===== config.mk =====
export PLATFORM = sky130hd
export DESIGN_NAME = edge_det_multi
export DESIGN_NICKNAME = d
export VERILOG_FILES = /design/src/rtl/edge_det_pkg.sv /design/src/rtl/edge_det_chan.sv /design/src/rtl/edge_det_multi.sv
export SDC_FILE = /design/constraint.sdc
export NUM_CORES = 1
export LEC_CHECK = 0
export ABC_CLOCK_PERIOD_IN_PS = 1200
export CORE_AREA = 2 2 55 57
export DETAILED_ROUTE_END_ITERATION = 10
export DIE_AREA = 0 0 57 59
export GPL_ROUTABILITY_DRIVEN = 1
export GPL_TIMING_DRIVEN = 0
export PLACE_DENSITY_LB_ADDON = 0.15
export SLEW_MARGIN = 20
export SYNTH_ARGS = -nofsm -noshare
export SYNTH_HDL_FRONTEND = slang
export SYNTH_SLANG_ARGS = --single-unit

===== constraint.sdc =====
create_clock -name clk -period 1.2 [get_ports clk]
set_input_delay 0.12 -clock clk [delete_from_list [all_inputs] [get_ports clk]]
set_output_delay 0.12 -clock clk [all_outputs]
set_load 0.01 [all_outputs]

===== src/rtl/edge_det_pkg.sv =====
// Shared encodings for the multi-channel edge detector.
// Mode select values (per channel, 2 bits) and debounce FSM state encoding.
// No ports; imported by edge_det_chan and edge_det_multi.
package edge_det_pkg;

  // Per-channel edge select: bit0 enables rising, bit1 enables falling.
  localparam logic [1:0] EDGE_NONE = 2'b00;
  localparam logic [1:0] EDGE_RISE = 2'b01;
  localparam logic [1:0] EDGE_FALL = 2'b10;
  localparam logic [1:0] EDGE_BOTH = 2'b11;

  // Debounce FSM states.
  localparam logic DB_STABLE = 1'b0;
  localparam logic DB_CHECK  = 1'b1;

endpackage


===== src/rtl/edge_det_chan.sv =====
// One channel: synchroniser chain, debounce FSM with counter, registered edge tick.
// Latency: tick and level_db change SYNC_STAGES+DEB_LEN posedges after the first edge sampling a new level.
// Ports: clk, rst (sync, active-high), level (async in), mode[1:0], level_db (out), tick (out); no backpressure.
module edge_det_chan
  import edge_det_pkg::*;
#(
  parameter int SYNC_STAGES = 2,
  parameter int DEB_LEN     = 3
) (
  input  logic       clk,
  input  logic       rst,
  input  logic       level,
  input  logic [1:0] mode,
  output logic       level_db,
  output logic       tick
);

  localparam int              CW       = $clog2(DEB_LEN + 1);
  localparam logic [CW-1:0]   CNT_ONE  = CW'(1);
  localparam logic [CW-1:0]   CNT_LAST = CW'(DEB_LEN - 1);

  logic [SYNC_STAGES-1:0] sync_q, sync_d;
  logic                   sync_i;
  logic                   differ;
  logic                   flip;
  logic                   state_q, state_d;
  logic [CW-1:0]          cnt_q, cnt_d;
  logic                   level_db_q, level_db_d;
  logic                   tick_q, tick_d;

  // Shift chain; the oldest stage is the synchronised sample.
  always_comb begin
    sync_d = {sync_q[SYNC_STAGES-2:0], level};
  end

  assign sync_i = sync_q[SYNC_STAGES-1];
  assign differ = sync_i ^ level_db_q;

  // FSM state register.
  always_ff @(posedge clk) begin
    if (rst) begin
      state_q <= DB_STABLE;
    end else begin
      state_q <= state_d;
    end
  end

  // FSM next state. With DEB_LEN==1 the flip happens straight from STABLE,
  // so CHECK is never entered.
  always_comb begin
    state_d = state_q;
    case (state_q)
      DB_STABLE: if (differ && (DEB_LEN > 1)) state_d = DB_CHECK;
      DB_CHECK:  if (!differ || (cnt_q == CNT_LAST)) state_d = DB_STABLE;
      default:   state_d = DB_STABLE;
    endcase
  end

  // FSM outputs: counter, level flip and tick qualification.
  always_comb begin
    cnt_d = '0;
    flip  = 1'b0;
    case (state_q)
      DB_STABLE: begin
        if (differ) begin
          if (DEB_LEN == 1) flip  = 1'b1;
          else              cnt_d = CNT_ONE;
        end
      end
      DB_CHECK: begin
        // A bounce (differ low) falls through with cnt_d = 0.
        if (differ) begin
          if (cnt_q == CNT_LAST) flip  = 1'b1;
          else                   cnt_d = cnt_q + CNT_ONE;
        end
      end
      default: ;
    endcase
    level_db_d = level_db_q ^ flip;
    // Current level_db tells the direction: 0 means this flip is a rise.
    tick_d = flip & (|(mode & (level_db_q ? EDGE_FALL : EDGE_RISE)));
  end

  // Datapath registers.
  always_ff @(posedge clk) begin
    if (rst) begin
      sync_q     <= '0;
      cnt_q      <= '0;
      level_db_q <= 1'b0;
      tick_q     <= 1'b0;
    end else begin
      sync_q     <= sync_d;
      cnt_q      <= cnt_d;
      level_db_q <= level_db_d;
      tick_q     <= tick_d;
    end
  end

  assign level_db = level_db_q;
  assign tick     = tick_q;

endmodule


===== src/rtl/edge_det_multi.sv =====
// N_CH independent sync/debounce/edge-tick channels with optional sticky status and irq.
// Latency: tick SYNC_STAGES+DEB_LEN posedges after a new level is first sampled; status one cycle after tick.
// Ports: clk, rst (sync, active-high), level, mode[2*N_CH], level_db, tick, status, clr (W1C), irq.
// Optional status/irq logic is built only when EDGE_DET_STATUS_EN is defined; otherwise status/irq are 0.
module edge_det_multi
  import edge_det_pkg::*;
#(
  parameter int N_CH        = 4,
  parameter int SYNC_STAGES = 2,
  parameter int DEB_LEN     = 3
) (
  input  logic              clk,
  input  logic              rst,
  input  logic [N_CH-1:0]   level,
  input  logic [2*N_CH-1:0] mode,
  output logic [N_CH-1:0]   level_db,
  output logic [N_CH-1:0]   tick,
  output logic [N_CH-1:0]   status,
  input  logic [N_CH-1:0]   clr,
  output logic              irq
);

  for (genvar i = 0; i < N_CH; i++) begin : g_chan
    edge_det_chan #(
      .SYNC_STAGES (SYNC_STAGES),
      .DEB_LEN     (DEB_LEN)
    ) u_chan (
      .clk      (clk),
      .rst      (rst),
      .level    (level[i]),
      .mode     (mode[2*i +: 2]),
      .level_db (level_db[i]),
      .tick     (tick[i])
    );
  end

`ifdef EDGE_DET_STATUS_EN
  logic [N_CH-1:0] status_q, status_d;

  // Set has priority over clear when both land in the same cycle.
  always_comb begin
    status_d = tick | (status_q & ~clr);
  end

  always_ff @(posedge clk) begin
    if (rst) begin
      status_q <= '0;
    end else begin
      status_q <= status_d;
    end
  end

  assign status = status_q;
  assign irq    = |status_q;
`else
  logic unused_clr;
  assign unused_clr = ^clr;
  assign status     = '0;
  assign irq        = 1'b0;
`endif

endmodule


Word-level counts from Yosys, hierarchy flattened. Cells that the tools add are included.

Bitwise operators: 20. Shifts and indexed selects: 0. Reduce and logical (&&, ||, !) cells: 12. Multiply operators: 0. Eq/ne operators: 4. Order comparisons: 0. Add/subtract/negate cells: 4. Div/mod/pow operators: 0. Multiplexer cells: 44.

Operators by type and width (number): $mux 1 (24); $mux 2 (12); $pmux 2 s2 (4); $add 2x1->2 const B (4); $and 2x2->2 (4); $eq 2x2->1 const B (4); $pmux 1 s2 (4); $reduce_or 2->1 (4); $xor 1x1->1 (8); $and 1x1->1 (4); $logic_not 1->1 (4); $logic_or 1x1->1 (4); $not 1->1 (4).

Bits of input ports: 18. Bits in latches: 0. ROM bits: 0. Output and inout bits: 13. Bits in writable memories: 0. Register bits after elaboration: 28. Memories kept: 0.

Longest topological paths before layout. Gate-level depths: netlist of run 1.

Word-level depth: 5. Gate-level depth with buffers: 4.

Cells and area by module. Synthesis of run 1 repeated with hierarchy kept, for this count alone.

Cell total of the unflattened synthesis: 110. Area total of the unflattened synthesis: 1142.3 µm².

By module, submodules not included: edge_det_chan (area each 275.3 µm², instances 4, sequential area each 140.1 µm², cells each 26); edge_det_multi (area each 41.3 µm², instances 1, sequential area each 0.0 µm², cells each 6).

Worst setup path before layout of run 1. No wires, ideal clock.

Kind: flip-flop to flip-flop. From: reg g_chan[0].u_chan.cnt_q[0]. To: reg g_chan[0].u_chan.level_db_q. Required time: 1.130 ns. Setup time: 0.070 ns. Buffers on the path: 0. Setup slack: 0.238 ns. Data arrival time: 0.893 ns. Cell stages (with the launch flop): 5. Path through: dfxtp_1 -> inv_1 -> ha_1 -> a21bo_2 -> a21oi_1.

Word-level cells in the longest chain between the ends: 5.

Ends and longest elaborated chain: start: declaration (line edge_det_chan.sv:27) `logic [CW-1:0] cnt_q, cnt_d;`; start signal: assignment (line edge_det_chan.sv:93) `cnt_q <= cnt_d;`; $eq 2x2->1 (line edge_det_chan.sv:73) `if (cnt_q == CNT_LAST) flip = 1'b1;`; $mux 1 (line edge_det_chan.sv:73); $mux 1 (line edge_det_chan.sv:72) `if (differ) begin`; $mux 1 (line edge_det_chan.sv:63) `case (state_q)`; $xor 1x1->1 (line edge_det_chan.sv:79) `level_db_d = level_db_q ^ flip;`; end signal: assignment (line edge_det_chan.sv:94) `level_db_q <= level_db_d;`; end: declaration (line edge_det_chan.sv:28) `logic level_db_q, level_db_d;`.

No other way between the ends. A chain may end at the register's enable or synchronous reset.

Worst setup path in the final report of run 1.
From: reg g_chan[2].u_chan.level_db_q. To: out level_db[2].

RTL lines: start: declaration (line edge_det_chan.sv:28); start signal: assignment (line edge_det_chan.sv:94); end: declaration (line edge_det_multi.sv:16) `output logic [N_CH-1:0] level_db,`.

No word-level cell between the ends.

==> impl_metrics.toml, run 1 <==
[status]
status = "finished, final reports clean"

[floorplanning]
pin_count = 31
core_area_mm2 = 0.00271
fp.dieW_um = 57
fp.dieArea_mm2 = 0.00336
core.rowCount = 19
fp.dieH_um = 59
start_util_pct = 45.7

[critical_path]
reg2reg_from = "g_chan[1].u_chan.cnt_q[0]"
start_kind = "register"
crit_start = "g_chan[2].u_chan.level_db"
timing.rr.end = "g_chan[1].u_chan.tick"
critPathArrivalTime_ns = 1.01
crit_required_ns = 1.08
cp-end-kind = "output port"
crit_type = "register to output port"
worstPathMaxFanout = 2
r2r_slack_ns = 0.11
r2r_cells = 4

[power]
peakVddDrop_v = 0.00109
power_leakage_uw = 0.000603
powerDensity_mw_per_mm2 = 1070

[clock_network]
cts_buffer_depth = 2
clk_latency_ns = 0.34
clk_pin_slew_ns = 0.15
root_buffer = "clkbuf_4"
cts.sinks = 28
cts_inserted_buffers = 3
cts_tree = "built"
htreeDepth = 1

[final_layout]
diodes = 0
stdcell_area_mm2 = 0.00159
fin_cells = 185
fin_util_pct = 58.5
n_fill_cell = 248
syn_to_final_growth_pct = 28.2
drive_above_1_share_pct = 27.3
fin_nets = 181

[synth]
synth_most_common_cell = "dfxtp_1"
syn_inst = 121
yosys-top-cells-count = "dfxtp_1 (28), buf_4 (13), nor2b_1 (9)"
avgSynthCellArea_um2 = 10.2
synth-seq-cells = 28
ys_seq_area_share_pct = 45.3
synth.area.top_cells = "dfxtp_1 (45%), ha_1 (8.1%), buf_4 (7.9%)"
syn_area_mm2 = 0.00124
post-synth-top-area-cell = "dfxtp_1"
synthArstFlopShare_pct = 0
synth_edf_count = 0
netlist.area_leader.share_pct = 45.3
yosysUniqueCellTypes = 19
synth_ff_type = "dfxtp_1"
yosys_warnings = 0

[worst_hold_path]
min_path_cells = 2
hold_end = "g_chan[3].u_chan.sync_q[0]"
hp-start = "level[3]"
hold_path_class = "primary input to register"

[sta]
period_share_pct = 94.4
tns_ns = 0
worst_clock_skew_ns = 0.00297
rsz0062_at_grt = "false"
drv_slew = 0
finalSetupViolCount = 0
fmax_ghz = 0.883
finalCriticalPeriod_ns = 1.13
final-hold-violation-count = 0

[place]
port_buffers = 20
dp_hpwl_mm = 1.45
routabilityCongestion = 0.712
place_area_mm2 = 0.00149
dp.cells = 176

[routing]
wire_per_inst_um = 10.4
first_pass_iters = 4
viasPerCell = 4.69
ant_nets = 0
drc = 0
drt_iter0_markers = 8
vias = 867
wirelength_mm = 1.93

[grt]
grt_pass1_wl_mm = 3.38
grt_start_max_net_pins = 17
antenna_found_initial = 0
grt_use_total_pct = 12.8
grt_overflow_total = 0
grt_pass1_vias = 817

[flow_run]
maxCapViolCount = 0
## how the worst max path moves through the flow
stage	endpoint	slack [ns]	depth (start not counted)
after global routing	tick[1]	0.0006	2
final	level_db[2]	0.07	2
after CTS	tick[2]	0.009	2
after global placement	level_db[3]	0.06	2
after floorplan	g_chan[0].u_chan.level_db	0.24	4
after detailed placement	level_db[3]	0.05	2
## report_power, final
group	switching [µW]	internal [µW]	leakage, µW	total (µW)
registers	13.1	949	0.000232	962
clock network	282	338	0.0000279	621
logic	46.2	75.0	0.000343	121
total	341	1360	0.000603	1700
## cell families (layout without fill, tap and decap cells)
logic type | count (synthesis) | count (layout) | synth area share (%)
fa+ha+maj | 8 | 8 | 8.09
buf+inv | 24 | 53 | 12.8
simple gates | 40 | 40 | 20.9
compound gates | 16 | 16 | 9.71
xor+xnor | 4 | 4 | 2.83
other cells | 1 | 5 | 0.303
flops | 28 | 28 | 45.3
## placed cells by master (no fill, tap or decap), drive strengths merged
cell type,Yosys,routed
ha,8,8
nand3,4,4
a211oi,8,8
clkdlybuf4s15,0,6
xnor2,4,4
and2b,3,3
buf,16,21
bufinv,0,1
a21bo,4,4
dfxtp,28,28
clkbuf,0,4
nand3b,8,8
clkdlybuf4s50,0,12
nor4,4,4
a21oi,4,4
dlygate4sd3,0,1
nand2,8,8
nor2b,9,9
nor3,4,4
conb,1,5
inv,8,8
## state kept, by name, summed over array words and instances, names as in the netlist
| signal | cells |
|---|---|
| g_chan.u_chan.sync_q | 8 |
| g_chan.u_chan.state_q | 4 |
| g_chan.u_chan.level_db | 4 |
| g_chan.u_chan.cnt_q | 8 |
| g_chan.u_chan.tick | 4 |
## critical path, cell delays in order, from the launching register on
cell and delay [ns]:
dfxtp_2 0.34, buf_4 0.12, clkdlybuf4s15_1 0.22
## per-stage QoR
step | total power [µW] | hold WS [ns] | worst slack [ns]
4_1_cts | 1730 | 0.296 | 0.00870
3_3_place_gp | 1100 | 0.328 | 0.0567
6_report | 1700 | 0.315 | 0.0675
3_5_place_dp | 1100 | 0.336 | 0.0491
2_1_floorplan | 1050 | 0.245 | 0.238
5_1_grt | 1780 | 0.305 | 0.000577
## what timing repair did
item	4_1_cts	5_1_grt
hold buffers	1	0
setup buffers	4	0
endpoints found under the setup margin	8	4
resized for setup	18	7
endpoints found under the hold margin	5	0
## routing by layer
| metal | vias up | global-route usage, % | routed length, µm |
|---|---|---|---|
| met5 | - | 0 | 0 |
| met4 | 0 | 2.99 | 18 |
| met3 | 3 | 4.59 | 95 |
| met2 | 17 | 23.8 | 980 |
| met1 | 391 | 14.0 | 837 |
| li1 | 456 | - | - |
## area by class of cell
class,instances,area (µm²),area share (%)
Multi-Input combinational cell,73,533,33.6
Clock buffer,3,22.5,1.42
Timing Repair Buffer,25,233,14.7
Buffer,16,129,8.12
Clock inverter,1,30.0,1.89
Sequential cell,28,571,36.0
Inverter,8,30.0,1.89
Tap cell,31,38.8,2.44
No activity file was read; power rests on OpenSTA's default activity.
==> run 2: changes to the inputs <==
--- a/config.mk
+++ b/config.mk
@@ -5,7 +5,7 @@
 export SDC_FILE = /design/constraint.sdc
 export NUM_CORES = 1
 export LEC_CHECK = 0
-export ABC_CLOCK_PERIOD_IN_PS = 1200
+export ABC_CLOCK_PERIOD_IN_PS = 1300
 export CORE_AREA = 2 2 55 57
 export DETAILED_ROUTE_END_ITERATION = 10
 export DIE_AREA = 0 0 57 59
==> constraint.sdc (replaced) <==
create_clock -name clk -period 1.3 [get_ports clk]
set_input_delay 0.13 -clock clk [delete_from_list [all_inputs] [get_ports clk]]
set_output_delay 0.13 -clock clk [all_outputs]
set_load 0.01 [all_outputs]
==> impl_metrics.toml, run 2 (synthesis gave the netlist of run 1 again) <==
[critical_path]
crit_required_ns = 1.17
r2r_cells = 4
worstPathMaxFanout = 2
cp_slowest_cell = "dfxtp_2"
cp-end-kind = "output port"
timing.rr.end = "g_chan[1].u_chan.tick"
crit_family = "buffers and inverters"
start_kind = "register"
critPathArrivalTime_ns = 1.07
critPathBufInv = 2
crit_type = "register to output port"
reg2reg_from = "g_chan[1].u_chan.cnt_q[0]"
cpPeakStageDelay_ns = 0.35
r2r_slack_ns = 0.22
crit_path_cell_trace = "buf_4, dlygate4sd2_1"

[sta]
final-hold-violation-count = 0
fmax_ghz = 0.833
drv_slew = 0
hold_ws_ns = 0.325
period_share_pct = 92.4
fin_ws_ns = 0.0989
finalSetupViolCount = 0
finalCriticalPeriod_ns = 1.20
rsz0062_at_grt = "false"
worst_clock_skew_ns = 0.00285
tns_ns = 0

[final_layout]
n_fill_cell = 251
reg_top3 = "g_chan.u_chan.cnt_q x8, g_chan.u_chan.sync_q x8"
syn_to_final_growth_pct = 27.5
final_common_cell = "dfxtp_1"
final_cell_mix = "dfxtp_1 (24), buf_4 (18), clkdlybuf4s50_1 (12)"
fin_cells = 185
fin_nets = 181
diodes = 0
drive_above_1_share_pct = 24.0

[routing]
vias = 867
first_pass_iters = 4
ant_nets = 0
drc = 0
wire_per_inst_um = 10.4
wirelength_mm = 1.93
drt_iter0_markers = 8
viasPerCell = 4.69

[worst_hold_path]
hp-start = "level[3]"
hold_path_class = "primary input to register"
hold_end = "g_chan[3].u_chan.sync_q[0]"
min_path_cells = 2

[floorplanning]
start_util_pct = 45.7
pin_count = 31
fp.dieH_um = 59
core_area_mm2 = 0.00271
core.rowCount = 19
fp.dieArea_mm2 = 0.00336
fp.dieW_um = 57

[place]
dp.cells = 176
dp_hpwl_mm = 1.45
place_ws_ns = 0.139
routabilityCongestion = 0.712
port_buffers = 20

[power]
power_uw = 1570
power_leakage_uw = 0.000626
peakVddDrop_v = 0.00101
powerDensity_mw_per_mm2 = 997

[grt]
grt_pass1_wl_mm = 3.38
antenna_found_initial = 0
grt_use_total_pct = 12.8
grt_pass1_vias = 817
grt_start_max_net_pins = 17
grt_overflow_total = 0

[flow_run]
maxCapViolCount = 0

[clock_network]
cts_inserted_buffers = 3
cts.sinks = 28
htreeDepth = 1
root_buffer = "clkbuf_4"
clk_pin_slew_ns = 0.15
clk_latency_ns = 0.34
cts_buffer_depth = 2
cts_tree = "built"

[status]
status = "finished, final reports clean"
run 2: worst reg2reg max path: stages, from the launching register on:
cell and delay [ns]:
dfxtp_1 0.33, inv_1 0.07, ha_1 0.27, nand2_1 0.08
a211oi_1 0.24
run 2: worst max path at each step:
stage                                            to  slack [ns]                      start  cells after the start
after floorplan           g_chan[0].u_chan.level_db        0.34  g_chan[0].u_chan.cnt_q[0]                      4
after global placement                  level_db[3]        0.15  g_chan[3].u_chan.level_db                      2
after detailed placement                level_db[3]        0.14  g_chan[3].u_chan.level_db                      2
after CTS                               level_db[3]        0.08  g_chan[3].u_chan.level_db                      2
after global routing                    level_db[3]        0.04  g_chan[3].u_chan.level_db                      2
final                                   level_db[3]         0.1  g_chan[3].u_chan.level_db                      2
run 2: area by class of cell:
cell class                 count  area (µm²)  share of cell area, %
buffer                        16         129                   8.17
clock buffer                   3        22.5                   1.43
clock inverter                 1        30.0                   1.90
inverter                       8        30.0                   1.90
multi-input combinational     73         533                   33.8
sequential                    28         566                   35.8
tap                           31        38.8                   2.46
timing repair buffer          25         229                   14.5
run 2: stage by stage:
step / area, µm² / util, %
after floorplan: 1250 / -
after global placement: 1490 / 55.0
after detailed placement: 1490 / 55.0
after CTS: 1580 / 58.2
after global routing: 1580 / 58.2
final: 1580 / 58.2
run 2: power breakdown:
part | total (µW) | switching (µW) | internal (µW)
Combinational | 112 | 42.6 | 69.2
Sequential | 889 | 12.1 | 877
Clock | 573 | 260 | 312
run 2: what timing repair did:
item	4_1_cts	5_1_grt
gates resized for setup	12	0
buffers inserted	4	0
hold endpoints to repair	5	0
endpoints found under the setup margin	8	0
hold buffers	1	0
run 2: per-layer routing:
layer  up-vias  track usage [%]  share of wire [%]
met5         -                0                  0
met4         0             2.99               0.88
met3         3             4.59                5.0
met2        17             23.6                 51
met1       391             14.1                 43
li1        456                -                  -
==> run 3: changes to the inputs <==
--- a/config.mk
+++ b/config.mk
@@ -12,6 +12,7 @@
 export GPL_ROUTABILITY_DRIVEN = 1
 export GPL_TIMING_DRIVEN = 0
 export PLACE_DENSITY_LB_ADDON = 0.15
+export RECOVER_POWER = 50
 export SLEW_MARGIN = 20
 export SYNTH_ARGS = -nofsm -noshare
 export SYNTH_HDL_FRONTEND = slang
==> impl_metrics.toml, run 3 (synthesis gave the netlist of run 1 again) <==
[routing]
drt_iter0_markers = 8
viasPerCell = 4.70
wire_per_inst_um = 10.4
drc = 0
vias = 869
ant_nets = 0
wirelength_mm = 1.93
first_pass_iters = 4

[power]
intPower_uw = 1250
powerDensity_mw_per_mm2 = 1010
peakVddDrop_v = 0.00100
seqPwrFrac_pct = 56.8
clkPwrFrac_pct = 36.5
sw_frac_of_total_pct = 20.0
switchingPower_uw = 313
power_leakage_uw = 0.000618
pwr-share-comb_pct = 6.7
power_uw = 1560

[critical_path]
cp_slowest_cell = "dfxtp_2"
reg2reg_from = "g_chan[1].u_chan.cnt_q[0]"
crit_required_ns = 1.17
crit_path_cell_trace = "buf_4, dlygate4sd2_1"
r2r_slack_ns = 0.22
cpPeakStageDelay_ns = 0.35
start_kind = "register"
critPathArrivalTime_ns = 1.07
cp-end-kind = "output port"
worstPathMaxFanout = 2
r2r_cells = 4
crit_type = "register to output port"
timing.rr.end = "g_chan[1].u_chan.tick"

[sta]
hold_ws_ns = 0.326
finalCriticalPeriod_ns = 1.20
finalSetupViolCount = 0
period_share_pct = 92.2
rsz0062_at_grt = "false"
worst_clock_skew_ns = 0.00382
final-hold-violation-count = 0
tns_ns = 0
fmax_ghz = 0.835
drv_slew = 0

[place]
routabilityCongestion = 0.712
dp.cells = 176
port_buffers = 20
dp_hpwl_mm = 1.45
place_area_mm2 = 0.00149

[flow_run]
maxCapViolCount = 0

[final_layout]
multi_input_area_um2 = 527
diodes = 0
reg_top3 = "g_chan.u_chan.cnt_q x8, g_chan.u_chan.sync_q x8"
n_fill_cell = 252
syn_to_final_growth_pct = 25.6
stdcell_area_mm2 = 0.00155
fin_cells = 185
seq_area_um2 = 566
final_common_cell = "dfxtp_1"
final_cell_mix = "dfxtp_1 (24), buf_4 (18), clkdlybuf4s50_1 (12)"
drive_above_1_share_pct = 22.7
fin_nets = 181

[grt]
grt_use_total_pct = 12.8
grt_overflow_total = 0
antenna_found_initial = 0
grt_start_max_net_pins = 17
grt_pass1_vias = 817
grt_pass1_wl_mm = 3.38

[floorplanning]
start_util_pct = 45.7
fp.dieArea_mm2 = 0.00336
core_area_mm2 = 0.00271
fp.dieW_um = 57
pin_count = 31
fp.dieH_um = 59
core.rowCount = 19

[worst_hold_path]
hold_path_class = "primary input to register"
hold_end = "g_chan[3].u_chan.sync_q[0]"
hp-start = "level[3]"
min_path_cells = 2

[clock_network]
cts_tree = "built"
root_buffer = "clkbuf_4"
htreeDepth = 1
cts_inserted_buffers = 3
cts_buffer_depth = 2
clk_latency_ns = 0.33
clk_pin_slew_ns = 0.15
cts.sinks = 28

[status]
status = "finished, final reports clean"
run 3: power by group through the flow:
stage | Combinational [µW] | Clock [µW] | Sequential (µW)
floorplan | 63.9 | 0 | 905
global placement | 107 | 0 | 907
detailed placement | 109 | 0 | 908
CTS | 113 | 600 | 889
global route | 115 | 630 | 892
finish | 105 | 571 | 889
run 3: worst max-delay path: cells and delay by family (launching register included):
family | cells | cell delay (ns)
DFF | 1 | 0.35
buffers and inverters | 2 | 0.39
run 3: repair_timing:
item	4_1_cts	5_1_grt
setup endpoints to repair	8	0
hold endpoints to repair	5	0
resized for setup	12	0
hold buffers	1	0
setup buffers	4	0
run 3: cell type report:
class,count,area share [%]
clock buffer,3,1.45
tap,31,2.50
buffer,16,7.17
inverter,8,1.93
timing repair buffer,25,14.7
multi-input combinational,73,33.9
clock inverter,1,1.93
sequential,28,36.4
run 3: worst max-delay path by stage:
stage | start | to | slack (ns) | depth (start not counted)
3_3_place_gp | g_chan[3].u_chan.level_db | level_db[3] | 0.15 | 2
5_1_grt | rst | g_chan[0].u_chan.cnt_q[1] | 0.04 | 4
4_1_cts | g_chan[3].u_chan.level_db | level_db[3] | 0.08 | 2
6_report | g_chan[3].u_chan.level_db | level_db[3] | 0.10 | 2
3_5_place_dp | g_chan[3].u_chan.level_db | level_db[3] | 0.14 | 2
2_1_floorplan | g_chan[0].u_chan.cnt_q[0] | g_chan[0].u_chan.level_db | 0.34 | 4
run 3: per-stage QoR:
step	util (%)	worst slack, ns
floorplan	-	0.338
global placement	55.0	0.147
detailed placement	55.0	0.139
CTS	58.2	0.0761
global route	57.3	0.0367
finish	57.3	0.102
run 3: metal layers:
metal  routed length (µm)  vias to the layer above  part of all wire [%]  GRT usage, %
met4                   17                        0                  0.88          2.99
li1                     -                      455                     -             -
met2                  980                       17                    51          23.6
met3                   92                        3                   4.8          4.59
met5                    0                        -                     0             0
met1                  837                      394                    43          14.1
